===== config.mk =====
export PLATFORM = sky130hd
export DESIGN_NAME = memory_access_unit
export DESIGN_NICKNAME = d
export VERILOG_FILES = /design/src/rtl/mem_access_pkg.sv /design/src/rtl/load_aligner.sv /design/src/rtl/memory_access_unit.sv
export SDC_FILE = /design/constraint.sdc
export NUM_CORES = 1
export LEC_CHECK = 0
export CAP_MARGIN = 40
export CORE_MARGIN = 3
export CORE_UTILIZATION = 49
export DETAILED_ROUTE_END_ITERATION = 8
export PLACE_DENSITY_LB_ADDON = 0.05
export SLEW_MARGIN = 20
export SYNTH_ARGS = -nofsm -noshare
export SYNTH_HDL_FRONTEND = slang
export SYNTH_SLANG_ARGS = --single-unit

===== constraint.sdc =====
create_clock -name clock -period 3.3 [get_ports clock]
set_input_delay 0.66 -clock clock [delete_from_list [all_inputs] [get_ports clock]]
set_output_delay 0.66 -clock clock [all_outputs]
set_load 0.02 [all_outputs]

===== src/rtl/mem_access_pkg.sv =====
// Shared types and lane helpers for the memory-access stage.
package mem_access_pkg;

    typedef enum logic [1:0] {
        SIZE_BYTE    = 2'b00,
        SIZE_HALF    = 2'b01,
        SIZE_WORD    = 2'b10,
        SIZE_ILLEGAL = 2'b11
    } mem_size_e;

    typedef enum logic {
        IDLE = 1'b0,
        BUSY = 1'b1
    } mau_state_e;

    // Byte enables for a store of the given size at the given byte offset.
    function automatic logic [3:0] byte_enables(mem_size_e size, logic [1:0] offset);
        case (size)
            SIZE_BYTE: return 4'b0001 << offset;
            SIZE_HALF: return offset[1] ? 4'b1100 : 4'b0011;
            SIZE_WORD: return 4'b1111;
            default:   return 4'b0000;
        endcase
    endfunction

    // Store data replicated across every lane so the byte enables alone pick the target.
    function automatic logic [31:0] store_lanes(mem_size_e size, logic [31:0] data);
        case (size)
            SIZE_BYTE: return {4{data[7:0]}};
            SIZE_HALF: return {2{data[15:0]}};
            default:   return data;
        endcase
    endfunction

endpackage


===== src/rtl/load_aligner.sv =====
// Picks the addressed lane out of a read word and sign/zero-extends it.
module load_aligner
    import mem_access_pkg::*;
(
    input  logic [31:0] rdata,
    input  logic [1:0]  offset,
    input  mem_size_e   size,
    input  logic        unsigned_operation,
    output logic [31:0] value
);

    logic [7:0]  byte_lane;
    logic [15:0] half_lane;

    // Lane select followed by extension; word accesses pass straight through.
    always_comb begin
        byte_lane = 8'h00;
        case (offset)
            2'd0: byte_lane = rdata[7:0];
            2'd1: byte_lane = rdata[15:8];
            2'd2: byte_lane = rdata[23:16];
            2'd3: byte_lane = rdata[31:24];
            default: byte_lane = 8'h00;
        endcase
        half_lane = offset[1] ? rdata[31:16] : rdata[15:0];
        value = rdata;
        case (size)
            SIZE_BYTE: value = {{24{~unsigned_operation & byte_lane[7]}}, byte_lane};
            SIZE_HALF: value = {{16{~unsigned_operation & half_lane[15]}}, half_lane};
            default:   value = rdata;
        endcase
    end

endmodule


===== src/rtl/memory_access_unit.sv =====
// Memory-access stage: runs one req/ack transaction per load/store, stalls the
// execution stage while waiting, and registers the writeback bundle.
//
//  state | meaning
//  ------+-------------------------------------------------------------
//  IDLE  | accepting; non-memory results and decode errors retire here
//  BUSY  | mem_req held, waiting for mem_ack or timeout; freeze asserted
module memory_access_unit
    import mem_access_pkg::*;
#(
    parameter int TIMEOUT_CYCLES = 15,
    parameter int RD_WIDTH       = 5
) (
    input  logic                clock,
    input  logic                reset,
    input  logic                valid,
    input  logic [31:0]         ALUResult,
    input  logic [31:0]         storeData,
    input  logic                memRead,
    input  logic                memWrite,
    input  logic [1:0]          memSize,
    input  logic                unsigned_operation,
    input  logic [RD_WIDTH-1:0] rdIn,
    input  logic                regWriteIn,
    output logic                mem_req,
    output logic                mem_we,
    output logic [31:0]         mem_addr,
    output logic [31:0]         mem_wdata,
    output logic [3:0]          mem_be,
    input  logic                mem_ack,
    input  logic [31:0]         mem_rdata,
    output logic                wbValid,
    output logic [31:0]         wbData,
    output logic [RD_WIDTH-1:0] wbRd,
    output logic                wbRegWrite,
    output logic                memError,
    output logic                freeze
);

    mau_state_e          state;
    logic [7:0]          tmo_cnt;
    logic [7:0]          tmo_next;
    logic [RD_WIDTH-1:0] cap_rd;
    logic                cap_regwrite;
    mem_size_e           cap_size;
    logic                cap_unsigned;
    logic [1:0]          cap_offset;

    mem_size_e           req_size;
    logic                op_mem;
    logic                misaligned;
    logic                op_error;
    logic [31:0]         load_value;

    assign req_size   = mem_size_e'(memSize);
    assign op_mem     = memRead | memWrite;
    assign misaligned = ((req_size == SIZE_HALF) && ALUResult[0]) ||
                        ((req_size == SIZE_WORD) && (ALUResult[1:0] != 2'b00));
    assign op_error   = (memRead & memWrite) || (req_size == SIZE_ILLEGAL) || misaligned;
    assign tmo_next   = tmo_cnt + 8'd1;

    // Stall is a pure decode of the state register, so it never glitches.
    assign freeze = (state == BUSY);

    load_aligner u_load_aligner (
        .rdata              (mem_rdata),
        .offset             (cap_offset),
        .size               (cap_size),
        .unsigned_operation (cap_unsigned),
        .value              (load_value)
    );

    // Sequencer: accept in IDLE, hold the request in BUSY, retire on ack or timeout.
    always_ff @(posedge clock) begin
        if (reset) begin
            state        <= IDLE;
            tmo_cnt      <= 8'd0;
            cap_rd       <= '0;
            cap_regwrite <= 1'b0;
            cap_size     <= SIZE_BYTE;
            cap_unsigned <= 1'b0;
            cap_offset   <= 2'b00;
            mem_req      <= 1'b0;
            mem_we       <= 1'b0;
            mem_addr     <= 32'h0;
            mem_wdata    <= 32'h0;
            mem_be       <= 4'h0;
            wbValid      <= 1'b0;
            wbData       <= 32'h0;
            wbRd         <= '0;
            wbRegWrite   <= 1'b0;
            memError     <= 1'b0;
        end else begin
            wbValid  <= 1'b0;
            memError <= 1'b0;
            case (state)
                IDLE: begin
                    if (valid) begin
                        if (!op_mem) begin
                            wbValid    <= 1'b1;
                            wbData     <= ALUResult;
                            wbRd       <= rdIn;
                            wbRegWrite <= regWriteIn;
                        end else if (op_error) begin
                            wbValid    <= 1'b1;
                            memError   <= 1'b1;
                            wbData     <= 32'h0;
                            wbRd       <= rdIn;
                            wbRegWrite <= 1'b0;
                        end else begin
                            state        <= BUSY;
                            tmo_cnt      <= 8'd0;
                            cap_rd       <= rdIn;
                            cap_regwrite <= regWriteIn;
                            cap_size     <= req_size;
                            cap_unsigned <= unsigned_operation;
                            cap_offset   <= ALUResult[1:0];
                            mem_req      <= 1'b1;
                            mem_we       <= memWrite;
                            mem_addr     <= {ALUResult[31:2], 2'b00};
                            // Loads read the whole word, so no lanes are enabled.
                            mem_be       <= memWrite ? byte_enables(req_size, ALUResult[1:0]) : 4'h0;
                            mem_wdata    <= store_lanes(req_size, storeData);
                        end
                    end
                end
                BUSY: begin
                    if (mem_ack) begin
                        state   <= IDLE;
                        mem_req <= 1'b0;
                        wbValid <= 1'b1;
                        wbRd    <= cap_rd;
                        if (mem_we) begin
                            wbData     <= 32'h0;
                            wbRegWrite <= 1'b0;
                        end else begin
                            wbData     <= load_value;
                            wbRegWrite <= cap_regwrite;
                        end
                    end else if (tmo_next == 8'(TIMEOUT_CYCLES)) begin
                        state      <= IDLE;
                        mem_req    <= 1'b0;
                        wbValid    <= 1'b1;
                        memError   <= 1'b1;
                        wbData     <= 32'h0;
                        wbRd       <= cap_rd;
                        wbRegWrite <= 1'b0;
                    end else begin
                        tmo_cnt <= tmo_next;
                    end
                end
                default: state <= IDLE;
            endcase
        end
    end

endmodule


==> results of run 1 <==
-- final cells by class --
| cell class | instances | area, um^2 |
|---|---|---|
| Clock buffer | 22 | 474.2 |
| Clock inverter | 10 | 110.1 |
| Fill cell | 934 | 3138 |
| Inverter | 25 | 93.84 |
| Multi-Input combinational cell | 552 | 3343 |
| Sequential cell | 128 | 2562 |
| Tap cell | 168 | 210.2 |
| Timing Repair Buffer | 236 | 2330 |
-- cell usage after synthesis, types with 8 or more instances --
library cell and number:
a211oi_1 32, a21oi_1 75, a221o_1 9, a22oi_1 17
a311oi_1 24, buf_2 11, clkbuf_1 49, dfxtp_1 128
inv_1 25, mux2_2 10, mux2i_1 27, nand2_1 173
nand2b_1 8, nor2_1 34, nor2b_1 15, nor3_1 11
o21ai_0 27
-- power breakdown --
part | leakage (nW) | total, mW | switching [mW] | internal [mW]
logic | 1.89 | 0.794 | 0.418 | 0.376
clock network | 0.278 | 1.86 | 0.691 | 1.17
registers | 1.04 | 1.68 | 0.0543 | 1.63
total | 3.21 | 4.33 | 1.16 | 3.17
-- kinds of logic after synthesis --
group	share of synthesized area
muxes	0.08079
buffers and inverters	0.06144
AOI/OAI and AO/OA	0.2529
adders and majority gates	0.005585
DFF	0.4085
xor gates and xnor gates	0.004190
and+or+nand+nor	0.1859
other	0.0005979
-- placed cells by master (no fill, tap or decap), types with 7 or more instances in the layout --
master,Yosys,final
mux2i_1,27,27
a311oi_1,24,24
a211oi_1,32,32
clkbuf_16,0,17
nor3_1,11,9
nand2b_1,8,8
o21ai_0,27,27
a221o_1,9,9
clkdlybuf4s50_1,0,218
a22oi_1,17,17
and2_1,7,7
a21oi_1,75,75
nor2b_1,15,15
nand2_1,173,173
buf_4,2,17
nor2_1,34,34
mux2_2,10,10
o22ai_1,7,7
dfxtp_1,128,128
inv_1,25,25
-- through the flow --
| step | power (mW) | utilization |
|---|---|---|
| final | 4.332 | 0.7441 |
| after floorplan | 2.104 | - |
| after global placement | 2.482 | 0.6964 |
| after detailed placement | 2.497 | 0.6964 |
| after CTS | 4.339 | 0.7441 |
| after global routing | 4.483 | 0.7441 |
-- metal layers --
layer,GRT usage,wire length (um)
met5,0,0
met4,0.09051,354
met3,0.1007,1909
met2,0.4906,10300
met1,0.3782,9013
-- flip-flops by register name (all words and copies together), names as in the netlist --
name,cells
memError,1
tmo_cnt,8
mem_we,1
cap_regwrite,1
cap_unsigned,1
mem_addr,30
wbRd,5
mem_be,4
wbValid,1
cap_size,2
cap_rd,5
wbRegWrite,1
mem_req,1
wbData,32
freeze,1
cap_offset,2
mem_wdata,32
-- worst max path at each step --
stage	endpoint
after floorplan	wbData[13]$_SDFFE_PP0P_
after global placement	wbData[15]$_SDFFE_PP0P_
after detailed placement	wbData[13]$_SDFFE_PP0P_
after CTS	wbData[31]$_SDFFE_PP0P_
after global routing	wbData[31]$_SDFFE_PP0P_
final	wbData[13]$_SDFFE_PP0P_
-- worst max-delay path: cells and delay by family --
kind | cells | cell delay (ns)
AO/OA/AOI/OAI | 3 | 0.95
multiplexers | 2 | 0.85
buffers and inverters | 1 | 0.50
==> metrics.cfg, run 1 <==
[setup_path]
timing.rr.end = wbData[31]$_SDFFE_PP0P_
ff2ff_path_depth = 5
crit_path_end_kind = flip-flop
crit_fanout = 8
rrSetupSlack_ns = 0.68
crit_path_top_delay_cell = a31oi_1
r2r-start = tmo_cnt[4]$_SDFFE_PP0P_
worstSetupStartpoint = mem_rdata[31]
criticalPathCategory = in -> reg
crit_required_ns = 3.59
cpPeakStageDelay_ns = 0.58
critical_path_arrival_ns = 2.95
cp_cell_sequence = clkdlybuf4s50_1 > mux4_2 > a31oi_1 > a221o_1 > a21oi_1 > mux2_1
start_kind = input port

[min_path]
hold_depth = 2
hold_end = mem_addr[15]$_SDFFE_PP0P_
hp-class = reg -> reg
min_from = mem_addr[15]$_SDFFE_PP0P_

[detailed_routing]
drtPass1Iterations = 6
drcViolationCount = 0
avgRoutedWirePerCell_um = 18.91
totalWireLength_mm = 21.58
drtIter0Drc = 654
via_per_inst = 5.793
ant_nets = 0
num_vias = 6610

[synth]
yosys.area.top_type = dfxtp_1
netlist_instances = 770
ys_ff_latch = 128
synthArstFlopShare = 0
yosys.area.top_type_share = 0.4085
ys_seq_area_frac = 0.4085
yosys-top-cells-area = dfxtp_1 41%, nand2_1 10%, a21oi_1 6.0%, mux2i_1 4.3%, a211oi_1 3.8%
yosysWarnings = 0
synth_edf_count = 0
ys_types = 60
syn_area_um2 = 6272
synth_area_per_cell_um2 = 8.146
ys.flop_type = dfxtp_1

[clock_tree]
clock-sinks = 128
root_buffer = clkbuf_16
htreeDepth = 4
cts_tree = yes
worstSkewPairLatency_ns = 0.41
cts_hold_buf = 0
cts_setup_buffers = 0
clock_path_buffers = 2
clk_pin_slew_ns = 0.05
numCtsBuffers = 17
cts_resized = 0

[floorplanning]
die_h_um = 119.1
core_area_um2 = 12260
fp-row-count = 40
die_w_um = 119.1
fp.dieArea_um2 = 14190
initial_core_util = 0.5115
io-pin-count = 222

[sta]
clock.fmax_mhz = 375.6
finalSetupTns_ns = 0
rsz0062_at_grt = no
hold_ws_ns = 0.4510
slew_headroom = 0.4781
period_minus_slack_ns = 2.662
finalHoldViolations = 0
min_period_over_period = 0.8068
slew_violations = 0
worst_slack_ns = 0.6375
setup_viol = 0
worst_pin_slew_ns = 0.7817
final.setup_skew_ns = 0.005971

[placement]
placedCellCount = 1109
gp_congestion = 0.9567
port_buffers = 219
placed_area_um2 = 8539
place_hpwl_mm = 15.63
dp_slack_ns = 0.2636

[global_route]
antenna_found_initial = 0
grt.total_usage = 0.3011
grt_pass1_wl_mm = 34.46
grt_pass1_vias = 6501
grt.overflow.total = 0
grt_max_degree = 89

[layout]
finalNonFillerCells = 1141
postLayoutCellArea_um2 = 9124
drive_gt1_frac = 0.07708
fin_nets = 1073
diodes = 0
areaGrowthSynthToFinish_pct = 45.46

[pwr]
ir_worst_vdd_mv = 0.3899
p_leak_nw = 3.213
powerDensity_nw_per_um2 = 474.8

[flow_run]
drv_cap = 0

[run_status]
outcome = finished clean

Note: power is estimated with default switching activity, not from simulation.
==> run 2: changes to the inputs <==
--- a/config.mk
+++ b/config.mk
@@ -7,7 +7,7 @@
 export LEC_CHECK = 0
 export CAP_MARGIN = 40
 export CORE_MARGIN = 3
-export CORE_UTILIZATION = 49
+export CORE_UTILIZATION = 46
 export DETAILED_ROUTE_END_ITERATION = 8
 export PLACE_DENSITY_LB_ADDON = 0.05
 export SLEW_MARGIN = 20
==> constraint.sdc (replaced) <==
create_clock -name clock -period 2.79 [get_ports clock]
set_input_delay 0.558 -clock clock [delete_from_list [all_inputs] [get_ports clock]]
set_output_delay 0.558 -clock clock [all_outputs]
set_load 0.02 [all_outputs]
==> run 2 against run 1 <==
Worst setup slack lost 0.38 ns. Critical path depth shrank 1. Hold slack gained 0.0012 ns. Flip-flop and latch count is the same. Die area grew 6.2%. Power grew 18%. Non-clock buffer count grew 9. Global-route usage shrank 2.2 points. Clock-buffer cell count shrank 1. Critical path type is now reg -> reg.
==> metrics.cfg, run 2 (synthesized netlist as in run 1, its figures left out) <==
[min_path]
hp-class = reg -> reg  ; unchanged

[detailed_routing]
ant_nets = 0  ; unchanged
totalWireLength_mm = 21.37  ; was 21.58 mm
num_vias = 6544  ; was 6610
drcViolationCount = 0  ; unchanged
drtPass1Iterations = 6  ; unchanged
avgRoutedWirePerCell_um = 18.50  ; was 18.91 um
via_per_inst = 5.666  ; was 5.793
drtIter0Drc = 600  ; was 654

[floorplanning]
fp.dieArea_um2 = 15070  ; was 14190 um^2
die_w_um = 122.8  ; was 119.1 um
io-pin-count = 222  ; unchanged
fp-row-count = 42  ; was 40
core_area_um2 = 13300  ; was 12260 um^2
die_h_um = 122.8  ; was 119.1 um
initial_core_util = 0.4718  ; was 0.5115

[setup_path]
crit_path_top_delay_cell = a21o_1  ; was a31oi_1
critPathTopFamily = compound AO/OA/AOI/OAI gates  ; unchanged
crit_buf_inv = 0  ; was 1
rrSetupSlack_ns = 0.25  ; was 0.68 ns
crit_fanout = 22  ; was 8
critical_path_arrival_ns = 2.78  ; was 2.95 ns
start_kind = flip-flop  ; was input port
cpPeakStageDelay_ns = 0.61  ; was 0.58 ns
cp_cell_sequence = nand3_2 > o31ai_1 > and3_4 > a21o_1 > a311oi_1  ; was clkdlybuf4s50_1 > mux4_2 > a31oi_1 > a221o_1 > a21oi_1 > mux2_1
crit_path_end_kind = flip-flop  ; unchanged
criticalPathCategory = reg -> reg  ; was in -> reg
crit_required_ns = 3.03  ; was 3.59 ns

[layout]
final_util = 0.6923  ; was 0.7441
seqCellArea_um2 = 2562  ; unchanged
fin_nets = 1082  ; was 1073
areaGrowthSynthToFinish_pct = 46.74  ; was 45.46%
multi_input_area_um2 = 3339  ; was 3343 um^2
postLayoutCellArea_um2 = 9204  ; was 9124 um^2
layout_commonest_cell = clkdlybuf4s50_1  ; unchanged
diodes = 0  ; unchanged
drive_gt1_frac = 0.08069  ; was 0.07708
reg.largest.list = mem_wdata: 32 flops, wbData: 32 flops, mem_addr: 30 flops  ; unchanged
n_fill_cell = 1070  ; was 934
layout_common_cells = 218 x clkdlybuf4s50_1, 173 x nand2_1, 128 x dfxtp_1, 75 x a21oi_1, 34 x nor2_1  ; unchanged

[clock_tree]
cts_tree = yes  ; unchanged
htreeDepth = 4  ; unchanged
clock_path_buffers = 2  ; unchanged
cts_hold_buf = 0  ; unchanged
cts_setup_buffers = 0  ; unchanged
clock-sinks = 128  ; unchanged
cts_resized = 0  ; unchanged
numCtsBuffers = 17  ; unchanged
clk_pin_slew_ns = 0.05  ; about the same
root_buffer = clkbuf_16  ; unchanged
worstSkewPairLatency_ns = 0.41  ; about the same

[placement]
gp_congestion = 0.9244  ; was 0.9567
placed_area_um2 = 8638  ; was 8539 um^2
place_hpwl_mm = 15.53  ; was 15.63 mm
port_buffers = 219  ; unchanged

[global_route]
grt_pass1_wl_mm = 32.67  ; was 34.46 mm
grt.total_usage = 0.2791  ; was 0.3011
grt_pass1_vias = 6180  ; was 6501
grtUsageMet2 = 0.4373  ; was 0.4906
grt_use_met1 = 0.3707  ; was 0.3782
use_met3 = 0.08157  ; was 0.1007
antenna_found_initial = 0  ; unchanged
grt.overflow.total = 0  ; unchanged
busiest_layer = met2  ; unchanged
grt_max_degree = 106  ; was 89

[sta]
clock.fmax_mhz = 394.4
finalHoldViolations = 0  ; unchanged
final.setup_skew_ns = 0.005687  ; was 0.005971 ns
period_minus_slack_ns = 2.535
setup_viol = 0  ; unchanged
min_period_over_period = 0.9087
slew_violations = 0  ; unchanged
hold_ws_ns = 0.4522  ; was 0.4510 ns
worst_pin_slew_ns = 0.7606  ; was 0.7817 ns
slew_headroom = 0.4798  ; was 0.4781
finalSetupTns_ns = 0  ; unchanged
rsz0062_at_grt = no  ; unchanged

[pwr]
powerDensity_nw_per_um2 = 555.1  ; was 474.8 nW/um^2
p_leak_nw = 3.270  ; was 3.213 nW
ir_worst_vdd_mv = 0.4339  ; was 0.3899 mV
total_power_mw = 5.109  ; was 4.332 mW

[flow_run]
drv_cap = 0  ; unchanged

[run_status]
outcome = finished clean  ; unchanged

-- run 2: cell count changes in the layout (fill, tap and decap cells not counted), sizes merged --
| cell | delta |
|---|---|
| buf | +9 |
| clkinvlp | -4 |
| clkinv | +1 |
| bufinv | +1 |
| clkbuf | -1 |
-- run 2: final cells by class --
| cell class | count | area share |
|---|---|---|
| multi-input combinational | 552 | 0.3628 |
| sequential | 128 | 0.2784 |
| timing repair buffer | 245 | 0.2632 |
| clock buffer | 21 | 0.04894 |
| tap | 176 | 0.02393 |
| clock inverter | 8 | 0.01251 |
| inverter | 25 | 0.01020 |
-- run 2: worst reg2reg max path, stage by stage, from the launching register on --
cell      delay [ns]
dfxtp_1         0.47
nand3_2         0.19
o31ai_1         0.44
and3_4          0.45
a21o_1          0.61
a311oi_1        0.22
-- run 2: worst paths after layout --
path | startpoint | endpoint | cells past startpoint
max reg2reg | tmo_cnt[4]$_SDFFE_PP0P_ | wbData[22]$_SDFFE_PP0P_ | 5
min | mem_addr[13]$_SDFFE_PP0P_ | mem_addr[13]$_SDFFE_PP0P_ | 2
min reg2reg | mem_addr[13]$_SDFFE_PP0P_ | mem_addr[13]$_SDFFE_PP0P_ | 2
max | tmo_cnt[4]$_SDFFE_PP0P_ | wbData[22]$_SDFFE_PP0P_ | 5
-- run 2: layer usage --
metal | wire length, um | up-vias
met3 | 1698 | 32
met2 | 10040 | 287
met5 | 0 | -
li1 | - | 3141
met4 | 465 | 0
met1 | 9170 | 3084
-- run 2: where the power goes --
| group | switching [mW] | internal, mW | leakage (nW) |
|---|---|---|---|
| Clock | 0.765 | 1.40 | 0.282 |
| Combinational | 0.501 | 0.458 | 1.95 |
| Sequential | 0.0577 | 1.92 | 1.04 |
| Total | 1.32 | 3.79 | 3.27 |
-- run 2: metrics by stage --
step | setup WS, ns | cells
after global placement | -0.08320 | 1126
after global routing | 0.08021 | 1155
after detailed placement | -0.07103 | 1126
final | 0.2546 | 1155
after CTS | 0.2669 | 1155
after floorplan | 0.6680 | 771
